==> config.mk <==
export PLATFORM = sky130hd
export DESIGN_NAME = pulse_scheduler_flat
export DESIGN_NICKNAME = d
export VERILOG_FILES = /design/src/rtl/pulse_scheduler_if.sv /design/src/rtl/pulse_scheduler.sv /design/src/flat_wrapper.sv
export SDC_FILE = /design/constraint.sdc
export NUM_CORES = 1
export LEC_CHECK = 0
export CORE_MARGIN = 3
export CORE_UTILIZATION = 48
export CTS_BUF_LIST = sky130_fd_sc_hd__clkbuf_2
export DETAILED_ROUTE_END_ITERATION = 16
export DONT_BUFFER_PORTS = 1
export GPL_TIMING_DRIVEN = 0
export PLACE_DENSITY = 0.59
export SYNTH_ARGS = -nofsm -noshare
export SYNTH_HDL_FRONTEND = slang
export SYNTH_SLANG_ARGS = --single-unit
export TNS_END_PERCENT = 10
==> constraint.sdc <==
create_clock -name CLK -period 4.7 [get_ports CLK]
set_clock_uncertainty 0.1 [all_clocks]
set_input_delay 0.94 -clock CLK [delete_from_list [all_inputs] [get_ports CLK]]
set_output_delay 0.94 -clock CLK [all_outputs]
set_load 0.05 [all_outputs]
==> src/rtl/pulse_scheduler_if.sv <==
// pulse_scheduler_if: request/grant and phase-flag bundle
// between the requesting logic and the pulse scheduler.
interface pulse_scheduler_if #(
   parameter int NREQ = 4,
   parameter int CW   = 8
);
   logic [NREQ-1:0] REQ;
   logic [CW-1:0]   PRE_LEN;
   logic [CW-1:0]   PULSE_LEN;
   logic [CW-1:0]   GAP_LEN;
   logic [NREQ-1:0] GNT;
   logic [NREQ-1:0] OWNER;
   logic            DONE;
   logic            BUSY;
   logic            IDLE;
   logic            PRE_PULSE;
   logic            PULSE;

   modport master (
      output REQ, PRE_LEN, PULSE_LEN, GAP_LEN,
      input  GNT, OWNER, DONE, BUSY,
      input  IDLE, PRE_PULSE, PULSE
   );

   modport slave (
      input  REQ, PRE_LEN, PULSE_LEN, GAP_LEN,
      output GNT, OWNER, DONE, BUSY,
      output IDLE, PRE_PULSE, PULSE
   );
endinterface

==> src/rtl/pulse_scheduler.sv <==
// pulse_scheduler: round-robin owner of one pulse resource,
// sequencing IDLE -> PRE_PULSE -> PULSE -> GAP per grant.
module pulse_scheduler #(
   parameter int NREQ = 4,
   parameter int CW   = 8
) (
   input logic             CLK,
   input logic             RSTN,
   pulse_scheduler_if.slave bus
);
   localparam int PW = (NREQ > 1) ? $clog2(NREQ) : 1;

   typedef enum logic [3:0] {
      S_IDLE  = 4'b0001,
      S_PRE   = 4'b0010,
      S_PULSE = 4'b0100,
      S_GAP   = 4'b1000
   } state_t;

   state_t          state;
   logic [PW-1:0]   ptr;
   logic [CW-1:0]   cnt;
   logic [CW-1:0]   pul_s;
   logic [CW-1:0]   gap_s;
   logic [CW-1:0]   pre_s;
   logic [NREQ-1:0] gnt;
   logic [NREQ-1:0] owner;
   logic            done;

   logic [NREQ-1:0] win;
   logic [PW-1:0]   win_idx;
   logic [PW-1:0]   idx;
   logic [PW-1:0]   nxt_ptr;
   logic            found;

   // Zero-length phases still occupy one cycle.
   function automatic logic [CW-1:0] len_m1(input logic [CW-1:0] l);
      return (l == '0) ? '0 : l - 1'b1;
   endfunction

   // Phase flags come straight from the one-hot state register.
   assign bus.IDLE      = state[0];
   assign bus.PRE_PULSE = state[1];
   assign bus.PULSE     = state[2];
   assign bus.BUSY      = ~state[0];
   assign bus.GNT       = gnt;
   assign bus.OWNER     = owner;
   assign bus.DONE      = done;

   // First set request at or after the pointer, wrapping.
   always_comb begin
      win     = '0;
      win_idx = '0;
      idx     = '0;
      found   = 1'b0;
      for (int k = 0; k < NREQ; k++) begin
         idx = PW'((int'(ptr) + k) % NREQ);
         if (!found && bus.REQ[idx]) begin
            found   = 1'b1;
            win     = '0;
            win[idx] = 1'b1;
            win_idx = idx;
         end
      end
      nxt_ptr = (win_idx == PW'(NREQ - 1)) ? '0 : win_idx + 1'b1;
   end

   // Phase sequencer with latched lengths and registered outputs.
   always_ff @(posedge CLK or negedge RSTN) begin
      if (!RSTN) begin
         state <= S_IDLE;
         ptr   <= '0;
         cnt   <= '0;
         pre_s <= '0;
         pul_s <= '0;
         gap_s <= '0;
         gnt   <= '0;
         owner <= '0;
         done  <= 1'b0;
      end else begin
         case (state)
            S_IDLE: begin
               if (found) begin
                  state <= S_PRE;
                  gnt   <= win;
                  owner <= win;
                  ptr   <= nxt_ptr;
                  pre_s <= bus.PRE_LEN;
                  pul_s <= bus.PULSE_LEN;
                  gap_s <= bus.GAP_LEN;
                  cnt   <= len_m1(bus.PRE_LEN);
               end
            end
            S_PRE: begin
               gnt <= '0;
               if (cnt == '0) begin
                  state <= S_PULSE;
                  cnt   <= len_m1(pul_s);
                  done  <= (pul_s <= CW'(1));
               end else begin
                  cnt <= cnt - 1'b1;
               end
            end
            S_PULSE: begin
               if (cnt == '0) begin
                  done  <= 1'b0;
                  owner <= '0;
                  if (gap_s != '0) begin
                     state <= S_GAP;
                     cnt   <= gap_s - 1'b1;
                  end else begin
                     state <= S_IDLE;
                  end
               end else begin
                  cnt  <= cnt - 1'b1;
                  done <= (cnt == CW'(1));
               end
            end
            S_GAP: begin
               if (cnt == '0) state <= S_IDLE;
               else           cnt   <= cnt - 1'b1;
            end
            default: begin
               state <= S_IDLE;
               gnt   <= '0;
               owner <= '0;
               done  <= 1'b0;
            end
         endcase
      end
   end
endmodule

==> src/flat_wrapper.sv <==
// flat-port wrapper written by rule: the top's interface ports become plain ports
module pulse_scheduler_flat 
#(
   parameter int NREQ = 4,
   parameter int CW   = 8
)
  (CLK, RSTN, bus_REQ, bus_PRE_LEN, bus_PULSE_LEN, bus_GAP_LEN, bus_GNT, bus_OWNER, bus_DONE, bus_BUSY, bus_IDLE, bus_PRE_PULSE, bus_PULSE);
  pulse_scheduler_if #(.NREQ(NREQ), .CW(CW)) bus_i ();
  input logic CLK;
  input logic RSTN;
  input wire logic [$bits(bus_i.REQ)-1:0] bus_REQ;
  input wire logic [$bits(bus_i.PRE_LEN)-1:0] bus_PRE_LEN;
  input wire logic [$bits(bus_i.PULSE_LEN)-1:0] bus_PULSE_LEN;
  input wire logic [$bits(bus_i.GAP_LEN)-1:0] bus_GAP_LEN;
  output wire logic [$bits(bus_i.GNT)-1:0] bus_GNT;
  output wire logic [$bits(bus_i.OWNER)-1:0] bus_OWNER;
  output wire logic [$bits(bus_i.DONE)-1:0] bus_DONE;
  output wire logic [$bits(bus_i.BUSY)-1:0] bus_BUSY;
  output wire logic [$bits(bus_i.IDLE)-1:0] bus_IDLE;
  output wire logic [$bits(bus_i.PRE_PULSE)-1:0] bus_PRE_PULSE;
  output wire logic [$bits(bus_i.PULSE)-1:0] bus_PULSE;
  assign bus_i.REQ = bus_REQ;
  assign bus_i.PRE_LEN = bus_PRE_LEN;
  assign bus_i.PULSE_LEN = bus_PULSE_LEN;
  assign bus_i.GAP_LEN = bus_GAP_LEN;
  assign bus_GNT = bus_i.GNT;
  assign bus_OWNER = bus_i.OWNER;
  assign bus_DONE = bus_i.DONE;
  assign bus_BUSY = bus_i.BUSY;
  assign bus_IDLE = bus_i.IDLE;
  assign bus_PRE_PULSE = bus_i.PRE_PULSE;
  assign bus_PULSE = bus_i.PULSE;
  pulse_scheduler #(.NREQ(NREQ), .CW(CW)) u_core (.CLK(CLK), .RSTN(RSTN), .bus(bus_i));
endmodule
# Word level (Yosys, flattened, before mapping)
# Cells that the tools add are included.
[word_totals]
regBits = 39
inputBits = 30
[op_classes]
bitwise_logic = 4
n_eq_ne = 12
mux = 50
n_addsub = 8
magnitude_cmp = 9
reduce_logical = 24
[ops]
columns = ["operator", "n"]
rows = [
  ["2-to-1 mux 8 bit", 7],
  ["2-to-1 mux 4 bit", 11],
  ["one-hot mux 8 bit (4 select lines)", 1],
  ["subtractor 8 x 1 -> 8 bit, second input constant", 4],
  ["logical NOT 8 bit", 3],
  ["one-hot mux 4 bit (4 select lines)", 1],
  ["2-to-1 mux 1 bit", 14],
  ["< comparator 2 x 3 -> 1 bit, second input constant", 4],
  ["one-hot mux 4 bit (3 select lines)", 1],
  ["2-to-1 mux 2 bit", 5],
  ["binary-select mux 1 bit (select 2 bit)", 4],
  ["demux 1 bit (select 2 bit)", 4],
  ["equality test 8 x 1 -> 1 bit, second input constant", 1],
  [">= comparator 2 x 1 -> 1 bit, second input constant", 4],
  ["<= comparator 8 x 1 -> 1 bit, second input constant", 1],
  ["inequality test 2 x 1 -> 1 bit, second input constant", 4],
  ["one-hot mux 4 bit (2 select lines)", 1],
  ["AND reduction 4 bit", 2],
  ["nonzero test 8 bit", 1],
  ["logical AND 1 bit", 7],
  ["AND reduction 2 bit", 3],
  ["OR reduction 2 bit", 3],
  ["adder 2 x 1 -> 2 bit, second input constant", 2],
  ["adder 2 bit, second input constant", 2],
  ["other kinds (12)", 17],
]

# Longest topological paths before layout
[depth]
word_depth = 14
ltp_mapped = 10

# Worst setup path before layout
# Ideal clock, no wire load.
[synth_path]
path_type = "input to register"
start = "input bus_REQ[0]"
end = "register u_core.cnt[0]"
required_time_ps = 4475
n_path_buf = 1
path_stages = 6
arrival_ps = 2380
path_slack_ps = 2095
cell_sequence = "buf_2 > nor4_1 > or3_2 > a21oi_1 > a32oi_4 > mux2_2"
[synth_between]
elab_chain_len = 14
word_cells_on_any_way = 20
[synth_rtl]
columns = ["item", "line_no", "source"]
rows = [
  ["start: declaration", "flat_wrapper.sv:11", "input wire logic [$bits(bus_i.REQ)-1:0] bus_REQ;"],
  ["binary-select mux 1 bit (select 2 bit)", "pulse_scheduler.sv:58", "if (!found && bus.REQ[idx]) begin"],
  ["2-to-1 mux 1 bit (not written as such)", "pulse_scheduler.sv:58", ""],
  ["2-to-1 mux 1 bit", "pulse_scheduler.sv:58", ""],
  ["logical NOT 1 bit", "pulse_scheduler.sv:58", ""],
  ["logical AND 1 bit", "pulse_scheduler.sv:58", ""],
  ["2-to-1 mux 1 bit", "pulse_scheduler.sv:58", ""],
  ["logical NOT 1 bit", "pulse_scheduler.sv:58", ""],
  ["logical AND 1 bit", "pulse_scheduler.sv:58", ""],
  ["2-to-1 mux 1 bit", "pulse_scheduler.sv:58", ""],
  ["logical NOT 1 bit", "pulse_scheduler.sv:58", ""],
  ["logical AND 1 bit", "pulse_scheduler.sv:58", ""],
  ["2-to-1 mux 1 bit *", "pulse_scheduler.sv:58", ""],
  ["inequality test 2 x 1 -> 1 bit (no line) *", "--", ""],
  ["AND reduction 4 bit (no line) *", "--", ""],
  ["end signal: assignment", "pulse_scheduler.sv:91", "cnt <= len_m1(bus.PRE_LEN);"],
  ["end signal: assignment", "pulse_scheduler.sv:98", "cnt <= len_m1(pul_s);"],
  ["end signal: assignment", "pulse_scheduler.sv:101", "cnt <= cnt - 1'b1;"],
  ["end: declaration", "pulse_scheduler.sv:22", "logic [CW-1:0] cnt;"],
]
# Mark *: on every way between the ends. The rest lies on a longest branch, timed or not. The select of a mux whose other input is x is not followed.
# A chain may end at the register's enable or synchronous reset.

# Worst setup path after layout
[layout_path]
start = "register u_core.ptr[1]"
end = "register u_core.owner[0] (netlist: u_core.bus.OWNER[0])"
[layout_between]
elab_chain_len = 14
word_cells_on_any_way = 49
[layout_rtl]
columns = ["item", "line_no", "source"]
rows = [
  ["start: declaration", "pulse_scheduler.sv:21", "logic [PW-1:0] ptr;"],
  ["start signal: assignment", "pulse_scheduler.sv:87", "ptr <= nxt_ptr;"],
  ["parallel branches: the longest is 14 deep, another holds < comparator 2 x 3 -> 1 bit", "--", ""],
  ["end signal: assignment", "pulse_scheduler.sv:86", "owner <= win;"],
  ["end: declaration", "pulse_scheduler.sv:27", "logic [NREQ-1:0] owner;"],
]
# Parallel ways; which one is timed is not known. The select of a mux whose other input is x is not followed.

==> summary.json <==
{
  "outcome": {"value": "finished clean"},
  "rsz0062_at_grt": {"value": "false"},
  "synth-edff-count": {"value": 0},
  "hold_violations": {"value": 0},
  "finalNonFillerCells": {"value": 412},
  "drt_iter0_markers": {"value": 102},
  "yosys.area_share.simple": {"value": 22.6, "unit": "%"},
  "clk_latency": {"value": 0.39, "unit": "ns"},
  "dieHeight": {"value": 85.1, "unit": "um"},
  "timing.final.crit_period": {"value": 2.93, "unit": "ns"},
  "detail-route-antenna-nets": {"value": 0},
  "tritoncts_clock_tree": {"value": "built"},
  "ctsHtreeMaxLevel": {"value": 2},
  "timing.critical_path.slowest_cell_delay": {"value": 0.58, "unit": "ns"},
  "drive_above_1_share": {"value": 14.2, "unit": "%"},
  "muxShareOfSynthArea": {"value": 9.50, "unit": "%"},
  "layout_worst_path_cycle_share": {"value": 62.3, "unit": "%"},
  "number_of_rows_created_at_floorplan": {"value": 28},
  "max_freq": {"value": 341, "unit": "MHz"},
  "vias_per_cell": {"value": 5.96},
  "drc": {"value": 0},
  "sink_count_of_the_clock_tree": {"value": 39},
  "dpl_worst_slack": {"value": 1.77, "unit": "ns"},
  "globalplace.congestion": {"value": 0.886},
  "globalRoute.totalOverflow": {"value": 0},
  "totalWireLength": {"value": 6730, "unit": "um"},
  "post_synth_main_area_contributors": {"value": "sky130_fd_sc_hd__dfrtp_1 32%, sky130_fd_sc_hd__ha_1 7.1%, sky130_fd_sc_hd__mux2_2 5.2%, sky130_fd_sc_hd__xnor2_1 4.4%, sky130_fd_sc_hd__o21ai_0 3.7%"},
  "grt_use_total": {"value": 19.5, "unit": "%"},
  "postPlaceCellArea": {"value": 3100, "unit": "sq um"},
  "cts.path.max_buffers": {"value": 2},
  "worstHoldPathType": {"value": "in2async"},
  "yosysSeqAreaShare": {"value": 32.5, "unit": "%"},
  "critical_path.cell_chain": {"value": "inv_1 > ha_1 > clkbuf_1 > mux4_2 > nor2b_1 > nand2b_1 > o211ai_1 > nand3_1"},
  "most-common-layout-cells": {"value": "38 x sky130_fd_sc_hd__dfrtp_1, 29 x sky130_fd_sc_hd__nor2_1, 22 x sky130_fd_sc_hd__o21ai_0, 20 x sky130_fd_sc_hd__nand2_1, 17 x sky130_fd_sc_hd__ha_1"},
  "final-setup-viol-count": {"value": 0},
  "synth_compound_gate_area_share": {"value": 17.2, "unit": "%"},
  "cts_inserted_buffers": {"value": 5},
  "cts_resized": {"value": 0},
  "cp_max_fo": {"value": 8},
  "critical_path.startpoint_type": {"value": "register"},
  "globalRouteMet3Util": {"value": 3.98, "unit": "%"},
  "finalNetCount": {"value": 383},
  "area.growth.synth_to_final": {"value": 4.62, "unit": "%"},
  "worst-endpoint-required": {"value": 4.89, "unit": "ns"},
  "io_pins": {"value": 43},
  "worst-path-buf-inv": {"value": 2},
  "dieArea": {"value": 7240, "unit": "sq um"},
  "post_drt_wl_per_cell": {"value": 16.3, "unit": "um"},
  "grt_start_max_net_pins": {"value": 40},
  "max_slew_margin_vs_limit": {"value": 54.9, "unit": "%"},
  "detailedPlacementHpwl": {"value": 5140, "unit": "um"},
  "grt_pass1_wl": {"value": 11600, "unit": "um"},
  "power_density": {"value": 690, "unit": "nW/um^2"},
  "synth-xor-area-share": {"value": 4.96, "unit": "%"},
  "synthFlopType": {"value": "sky130_fd_sc_hd__dfrtp_1"},
  "synth_top_family_by_area": {"value": "simple AND/OR/NAND/NOR gates"},
  "tightest_slew": {"value": 0.677, "unit": "ns"},
  "floorplan_core_area": {"value": 5990, "unit": "sq um"},
  "port_buffers": {"value": 0},
  "busiest_layer": {"value": "met1"},
  "cap_viol_max_count": {"value": 0},
  "totalNegativeSetupSlack": {"value": 0, "unit": "ns"},
  "synth_area": {"value": 3000, "unit": "sq um"},
  "ys_ff_latch": {"value": 39},
  "setup.worst_path.end_class": {"value": "register"},
  "synthCells": {"value": 329},
  "final_max_slew_viol_count": {"value": 0},
  "synthesis.yosys.warnings": {"value": 0},
  "cts_root_buffer": {"value": "sky130_fd_sc_hd__clkbuf_2"},
  "vias": {"value": 2454},
  "postSynthNetCount": {"value": 376},
  "synthAdderAreaFrac": {"value": 7.08, "unit": "%"},
  "die-width": {"value": 85.1, "unit": "um"},
  "synth.avg_cell_area": {"value": 9.13, "unit": "sq um"},
  "leading_cell_type_in_the_layout_fill_and_taps_excluded": {"value": "sky130_fd_sc_hd__dfrtp_1"},
  "setup_ws": {"value": 1.77, "unit": "ns"},
  "gr-usage-met1": {"value": 30.7, "unit": "%"},
  "synth.largest_area_cell": {"value": "sky130_fd_sc_hd__dfrtp_1"},
  "final_design_area_no_fill": {"value": 3140, "unit": "sq um"},
  "p_leak": {"value": 1.28, "unit": "nW"},
  "detail_route.first_pass.iterations": {"value": 4},
  "ir_drop": {"value": 268, "unit": "uV"},
  "first_global_vias": {"value": 2331},
  "post-cts-setup-buffer-count": {"value": 0},
  "crit_arrival": {"value": 3.12, "unit": "ns"},
  "ys_async_sr_fraction": {"value": 100, "unit": "%"},
  "holdBufCountCts": {"value": 0},
  "place_inst": {"value": 404},
  "grt.met2_usage": {"value": 27.4, "unit": "%"},
  "crit_path_kind": {"value": "reg2reg"},
  "initial_utilization": {"value": 50.1, "unit": "%"},
  "synth_top_area_share": {"value": 31.7, "unit": "%"},
  "antenna_violations_before_repair": {"value": 0},
  "synth_cell_type_count": {"value": 59},
  "path_clk_slew": {"value": 0.22, "unit": "ns"},
  "worst_path_max_delay_cell": {"value": "sky130_fd_sc_hd__mux4_2"},
  "worst_path_dominant_cell_family": {"value": "multiplexers"},
  "num_antenna_cells": {"value": 0}
}
path summary, 6_finish.rpt:
kind	start	end	slack (ns)	cells after the start
max	u_core.ptr[1]	u_core.bus.OWNER[0]	1.77	8
min	RSTN	u_core.bus.GNT[2]	0.09	0
min reg2reg	u_core.cnt[3]	u_core.cnt[3]	0.44	2
min in group CLK	u_core.cnt[3]	u_core.cnt[3]	0.44	2
max in group asynchronous	RSTN	u_core.state[0]	4.23	0
max reg2reg	u_core.ptr[1]	u_core.bus.OWNER[0]	1.77	8
power breakdown:
group	leakage (nW)	switching (mW)	internal [mW]
clock network	0.0250	0.117	0.0353
logic	0.769	0.657	0.559
registers	0.482	0.310	0.491
per-layer routing:
metal / vias up / part of all wire (%)
met1: 1167 / 51
met2: 69 / 43
li1: 1212 / -
met4: 0 / 0.83
met3: 6 / 5.6
met5: - / 0
flip-flops by register name, indices dropped and copies added (netlist names):
register	cells
u_core.state	4
u_core.gap_s	8
u_core.pul_s	8
u_core.bus.GNT	4
u_core.bus.DONE	1
u_core.ptr	2
u_core.bus.OWNER	4
u_core.cnt	8
kinds of logic after synthesis:
family,after synthesis
AO/OA/AOI/OAI,80
XOR/XNOR,17
adder cells (fa/ha/maj),17
buffers and inverters,31
flip-flops,39
multiplexers,23
AND/OR/NAND/NOR,122
cells in the mapped netlist (4+ instances only):
library cell / n
sky130_fd_sc_hd__a21oi_1: 15
sky130_fd_sc_hd__a22oi_1: 4
sky130_fd_sc_hd__buf_2: 4
sky130_fd_sc_hd__clkbuf_8: 4
sky130_fd_sc_hd__dfrtp_1: 38
sky130_fd_sc_hd__ha_1: 17
sky130_fd_sc_hd__inv_1: 15
sky130_fd_sc_hd__mux2_2: 14
sky130_fd_sc_hd__mux2i_1: 6
sky130_fd_sc_hd__nand2_1: 20
sky130_fd_sc_hd__nand2b_1: 8
sky130_fd_sc_hd__nand3_1: 13
sky130_fd_sc_hd__nand3b_1: 4
sky130_fd_sc_hd__nor2_1: 29
sky130_fd_sc_hd__nor2b_1: 5
sky130_fd_sc_hd__nor3_1: 10
sky130_fd_sc_hd__nor4_1: 9
sky130_fd_sc_hd__o21ai_0: 22
sky130_fd_sc_hd__o21ai_1: 5
sky130_fd_sc_hd__o22ai_1: 13
sky130_fd_sc_hd__or3_1: 5
sky130_fd_sc_hd__xnor2_1: 15
metrics by stage:
stage	hold slack (ns)	utilization, %	power, mW
floorplan	0.371	-	1.76
global placement	0.398	51.7	2.00
detailed placement	0.402	51.7	2.03
CTS	0.0572	52.5	2.19
global route	0.0330	52.5	2.38
finish	0.0909	52.5	2.17
layout make-up:
cell class,count,area [sq um]
tap,75,93.8
clock inverter,3,20.0
inverter,15,56.3
multi-input combinational,259,1840
sequential,39,977
clock buffer,5,25.0
buffer,16,126
fill,584,2850
Power figures use the tool's default switching activity.
